## src/rtl/registro_pkg.sv

```systemverilog
// registro_pkg: mode encoding shared by the universal register and its bench.
`default_nettype none

package registro_pkg;
   localparam logic [1:0] MODE_HOLD = 2'b00;
   localparam logic [1:0] MODE_LOAD = 2'b01;
   localparam logic [1:0] MODE_SHL  = 2'b10;
   localparam logic [1:0] MODE_SHR  = 2'b11;
endpackage

`default_nettype wire

```

## src/rtl/ffd_celda.sv

```systemverilog
// ffd_celda: one-bit D flip-flop with async active-low reset, sync clear/set and enable.
`default_nettype none

module ffd_celda #(
   parameter logic RESET_BIT = 1'b0
) (
   input  logic clk,
   input  logic reset,
   input  logic clear,
   input  logic set,
   input  logic enable,
   input  logic d,
   output logic q
);

   always_ff @(posedge clk or negedge reset) begin
      if (!reset)
         q <= RESET_BIT;
      else if (clear)
         q <= 1'b0;
      else if (set)
         q <= 1'b1;
      else if (enable)
         q <= d;
   end

endmodule

`default_nettype wire

```

## src/rtl/registro_universal.sv

```systemverilog
// registro_universal: WIDTH-bit universal register (hold/load/shift up/shift down).
// Define ROTATE_EN to let rot select wrap-around fill on shifts.
`default_nettype none

module registro_universal
   import registro_pkg::*;
#(
   parameter int               WIDTH     = 8,
   parameter logic [WIDTH-1:0] RESET_VAL = {WIDTH{1'b0}}
) (
   input  logic             clk,
   input  logic             reset,
   input  logic             clear,
   input  logic             set,
   input  logic             enable,
   input  logic [1:0]       mode,
   input  logic             rot,
   input  logic             sin_lsb,
   input  logic             sin_msb,
   input  logic [WIDTH-1:0] D,
   output logic [WIDTH-1:0] Q,
   output logic [WIDTH-1:0] Qn,
   output logic             sout_msb,
   output logic             sout_lsb
);

   logic fill_lsb;
   logic fill_msb;

`ifdef ROTATE_EN
   assign fill_lsb = rot ? Q[WIDTH-1] : sin_lsb;
   assign fill_msb = rot ? Q[0]       : sin_msb;
`else
   logic unused_rot;
   assign unused_rot = rot;
   assign fill_lsb   = sin_lsb;
   assign fill_msb   = sin_msb;
`endif

   generate
      for (genvar i = 0; i < WIDTH; i++) begin : g_bit
         logic from_below;
         logic from_above;
         logic next_d;

         // Edge bits take the fill value instead of a non-existent neighbour.
         if (i == 0) begin : g_lsb
            assign from_below = fill_lsb;
         end else begin : g_lsb_n
            assign from_below = Q[i-1];
         end

         if (i == WIDTH-1) begin : g_msb
            assign from_above = fill_msb;
         end else begin : g_msb_n
            assign from_above = Q[i+1];
         end

         always_comb begin
            next_d = Q[i];
            case (mode)
               MODE_LOAD: next_d = D[i];
               MODE_SHL:  next_d = from_below;
               MODE_SHR:  next_d = from_above;
               default:   next_d = Q[i];
            endcase
         end

         ffd_celda #(
            .RESET_BIT (RESET_VAL[i])
         ) u_celda (
            .clk    (clk),
            .reset  (reset),
            .clear  (clear),
            .set    (set),
            .enable (enable),
            .d      (next_d),
            .q      (Q[i])
         );
      end
   endgenerate

   assign Qn       = ~Q;
   assign sout_msb = Q[WIDTH-1];
   assign sout_lsb = Q[0];

endmodule

`default_nettype wire

```

## config.mk

```make
export PLATFORM = sky130hd
export DESIGN_NAME = registro_universal
export DESIGN_NICKNAME = d
export VERILOG_FILES = /design/src/rtl/registro_pkg.sv /design/src/rtl/ffd_celda.sv /design/src/rtl/registro_universal.sv
export SDC_FILE = /design/constraint.sdc
export NUM_CORES = 1
export LEC_CHECK = 0
export CORE_UTILIZATION = 30
export CTS_CLUSTER_SIZE = 30
export DETAILED_ROUTE_END_ITERATION = 7
export PLACE_DENSITY_LB_ADDON = 0.25
export SLEW_MARGIN = 20
export SYNTH_ARGS = -nofsm -noshare
export SYNTH_HDL_FRONTEND = slang
export SYNTH_SLANG_ARGS = --single-unit
export TNS_END_PERCENT = 30
```

## constraint.sdc

```tcl
create_clock -name clk -period 2.1 [get_ports clk]
set_input_delay 0.63 -clock clk [delete_from_list [all_inputs] [get_ports clk]]
set_output_delay 0.63 -clock clk [all_outputs]
set_load 0.02 [all_outputs]
```

[After elaboration in Yosys (flattened, before gate mapping)]
Index checks and enable logic that the tools add are counted.
Word-level totals
  word-level logic and storage cells: 47
  flip-flop bits (word level): 8
Cells by class
  mux-type cells: 32
  bitwise gates (word level): 1
  reductions and logical operators: 3
  eq/ne operators: 3
Operator list (count)
  2-to-1 mux 1 bit: 24
  one-hot mux 1 bit (3 select lines): 8
  inverter 8 bit: 1
  nonzero test 5 bit: 1
  equality test 2 bit (second input constant): 2
  nonzero test 3 bit: 1
  equality test 2 x 1 -> 1 bit (second input constant): 1
  AND reduction 2 bit: 1

[Depth between registers and ports, before layout]
  word-level depth: 5
  gate-level depth with buffers: 7
  gate-level depth less buffers: 5

[Modules after synthesis]
From an unflattened synthesis, not the netlist that was laid out.
Second synthesis, totals
  cell total of the unflattened synthesis: 58
  area total of the unflattened synthesis: 643.1 um^2
Modules (own cells, without submodules)
  ffd_celda: seq. area each 25.0 um^2, area an instance 43.8 um^2, instances 8, cells each 4
  registro_universal: seq. area each 0.0 um^2, area an instance 292.8 um^2, instances 1, cells each 26

[Worst setup path after synthesis]
OpenSTA, ideal clock, no wires.
  path kind: in2reg
  start point: in mode[0]
  end point: reg g_bit[0].u_celda.q
  path slack: 256 ps
  required time: 1975 ps
  arrival time: 1718 ps
  cell stages on the path: 5
  library setup time: 125 ps
  cell sequence: ha_1 > nand2b_1 > a211o_1 > buf_6 > mux2_4
Between the ends
  longest elaborated chain between the ends: 5
  elaborated cells on any way between the ends: 9
  those cells by class: eq/ne (3); mux (4); reduce/logical (2)
Ends and longest elaborated chain
  from (decl): line registro_universal.sv:16  | input logic [1:0] mode,
  equality test 2 bit / equality test 2 x 1 -> 1 bit (equally long branches): line registro_universal.sv:61  | case (mode)
  one-hot mux 1 bit (3 select lines): line registro_universal.sv:61
  2-to-1 mux 1 bit: line ffd_celda.sv:23  | else if (enable)
  2-to-1 mux 1 bit: line ffd_celda.sv:21  | else if (set)
  2-to-1 mux 1 bit: line ffd_celda.sv:19  | else if (clear)
  to (signal assigned): line ffd_celda.sv:20  | q <= 1'b0;
  to (signal assigned): line ffd_celda.sv:22  | q <= 1'b1;
  to (signal assigned): line ffd_celda.sv:24  | q <= d;
  to (decl): line ffd_celda.sv:13  | output logic q
Parallel ways exist; a longest one is shown, timed or not. The select of a mux whose other input is x is not followed.
A chain may end at the register's enable or synchronous reset.

[Worst setup path in the final report]
  start point: reg g_bit[6].u_celda.q
  end point: out Qn[6]
Between the ends
  longest elaborated chain between the ends: 1
Ends and longest elaborated chain
  from (decl): line ffd_celda.sv:13
  from (signal assigned): line ffd_celda.sv:18  | q <= RESET_BIT;
  from (signal assigned): line ffd_celda.sv:20
  from (signal assigned): line ffd_celda.sv:22
  inverter 8 bit: line registro_universal.sv:83  | assign Qn = ~Q;
  to (decl): line registro_universal.sv:22  | output logic [WIDTH-1:0] Qn,
Every way passes these cells.

==> impl_metrics.toml <==
[pwr]
p_per_area_nw_per_um2 = 511
clkPwrFrac_pct = 19.7
p_sw_share_pct = 31.5
pwr-share-comb_pct = 45.3
power_frac_seq_pct = 35.0
p_int_mw = 0.377
switching_power_mw = 0.173
p_leak_nw = 0.470
vdd_drop_max_mv = 0.257

[synthesis]
synth_edf_count = 0
yosys-top-cells-area = "dfrtp_1, mux2_4, buf_4"
yosysMostFrequentCell = "inv_1"
synth_top_area_share_pct = 27.6
ys.warnings.count = 0
synth_nets = 98
syn_inst = 77
synth_area_leader_cell = "dfrtp_1"
netlist_area_um2 = 724
synthArstFlopShare_pct = 100
synth-seq-cells = 8
ys_types = 16
avgSynthCellArea_um2 = 9.41
yosys_most_used_dff = "dfrtp_1"
yosysSeqAreaShare_pct = 27.6

[final_layout]
drive_gt1_share_pct = 22.9
area_delta_synth_final_pct = 48.9
n_fill_cell = 236
utilization_pct = 47.8
fin_nets = 128
regArea_um2 = 200
multiInputGateArea_um2 = 404
final_cell_area_um2 = 1080
largest_register_ffs = 8
n_antenna_cell = 0
regMostFlops = "g_bit.u_celda.q"
reg.largest.list = "g_bit.u_celda.q: 8 flops"

[route]
first_pass_iters = 2
via_count = 636
viasPerCell = 4.78
drt_iter0_drc = 4
ant_nets = 0
wl_per_cell_um = 10.8
drc = 0
wl_mm = 1.44

[sta]
hold_violations = 0
final_max_slew_viol_count = 0
fmax_mhz = 511
maxSlewHeadroom_pct = 77.4
fin_skew_ns = 0.00191
tightest_slew_ns = 0.339
rsz0062_at_grt = "false"
period_share_pct = 93.1
min_period_ns = 1.96
setup_viol = 0

[global_route]
grt_pass1_vias = 562
grt_overflow = 0
grt_pass1_wl_mm = 2.37
track_usage_pct = 12.4
grt_max_degree = 17
antenna_found_initial = 0

[floorplan]
die_width_um = 51.1
core_um2 = 2250
ioPinCount = 36
die_y_um = 51.1
start_util_pct = 32.1
dieArea_um2 = 2620
placementRows = 17

[clock_tree]
clockBufferDepth = 2
clkTransAtPathRegs_ns = 0.05
numCtsBuffers = 3
cts.sinks = 8
cts_tree = "yes"
ctsRootBufferMaster = "clkbuf_4"
clock_latency_ns = 0.24
htreeDepth = 1

[critical_path]
crit_required_ns = 1.47
crit_path_end_kind = "primary output"
slowest_stage = "clkdlybuf4s50_1"
critPathArrivalTime_ns = 1.33
crit_chain = "inv_1 > clkdlybuf4s50_1"
worst_setup_path_start_kind = "flop"
max_stage_delay_ns = 0.60
crit_family = "buffers and inverters"
path_max_fanout = 5
critPathKind = "reg2out"
critPathBufInv = 2

[place]
port-buffer-count = 34
dpl-instance-area_um2 = 1050
gp_congestion = 0.720
dp_hpwl_mm = 1.22

[flow_run]
drv_cap = 0

[worst_hold_path]
holdCritPathClass = "reg2reg"

[outcome]
status = "finished clean"
final cells by class:
type / count / area share, %
clock buffers: 3 / 2.09
inverters: 9 / 3.13
flip-flops and latches: 8 / 18.6
multi-input cells: 45 / 37.5
repair buffers: 40 / 35.5
well taps: 28 / 3.25
placed cells by master, fill, tap and decap left out, drive strengths merged:
master,Yosys,routed
dlygate4sd2,0,2
a21oi,8,8
ha,3,3
inv,9,9
clkdlybuf4s50,0,32
a31oi,8,8
or3b,8,8
clkbuf,1,3
nand2b,1,1
o211ai,8,8
dfrtp,8,8
buf,14,6
mux2,8,8
a211o,1,1
through the flow:
step                      hold slack [ns]  power [mW]  cells  worst slack (ns)  TNS (ns)
after global placement              0.581       0.442    130            -0.352     -2.81
after detailed placement            0.590       0.447    130            -0.399     -3.17
after global routing                0.619       0.583    133            0.0889         0
final                               0.590       0.551    133             0.144         0
after floorplan                     0.334       0.345     77             0.256         0
after CTS                           0.602       0.561    133             0.125         0
power groups by stage:
stage	Combinational, mW	Clock, mW	Sequential, mW
after floorplan	0.150	0	0.195
after global placement	0.248	0	0.195
after detailed placement	0.251	0	0.196
after CTS	0.253	0.115	0.193
after global routing	0.267	0.120	0.196
final	0.250	0.108	0.193
metal layers:
metal	vias up	share of wire, %	GRT usage (%)
met1	287	44	13.8
met4	0	0	8.33
li1	327	-	-
met2	22	51	21.3
met3	0	4.6	2.08
met5	-	0	0
path summary, 6_finish.rpt:
kind                               startpoint                  to  slack (ns)  cells after the start
max                        g_bit[6].u_celda.q               Qn[6]        0.14                      2
min                        g_bit[7].u_celda.q  g_bit[7].u_celda.q        0.59                      1
max reg2reg                g_bit[1].u_celda.q  g_bit[2].u_celda.q        1.03                      3
min reg2reg                g_bit[7].u_celda.q  g_bit[7].u_celda.q        0.59                      1
max in group asynchronous               reset  g_bit[3].u_celda.q        1.20                      1
min in group asynchronous               reset  g_bit[4].u_celda.q        0.65                      1
cells by family after synthesis:
family | Yosys count | synth area share [%]
buffers and inverters | 24 | 18.1
AND/OR/NAND/NOR | 9 | 10.5
adder cells (fa/ha/maj) | 3 | 5.18
AO/OA/AOI/OAI | 25 | 21.9
multiplexers | 8 | 16.6
flip-flops | 8 | 27.6
what timing repair did:
item	in CTS	in global routing
gates resized for setup	5	0
endpoints found under the setup margin	8	0
setup buffers	0	0
hold buffers	0	0
(Power assumes the default switching activity.)
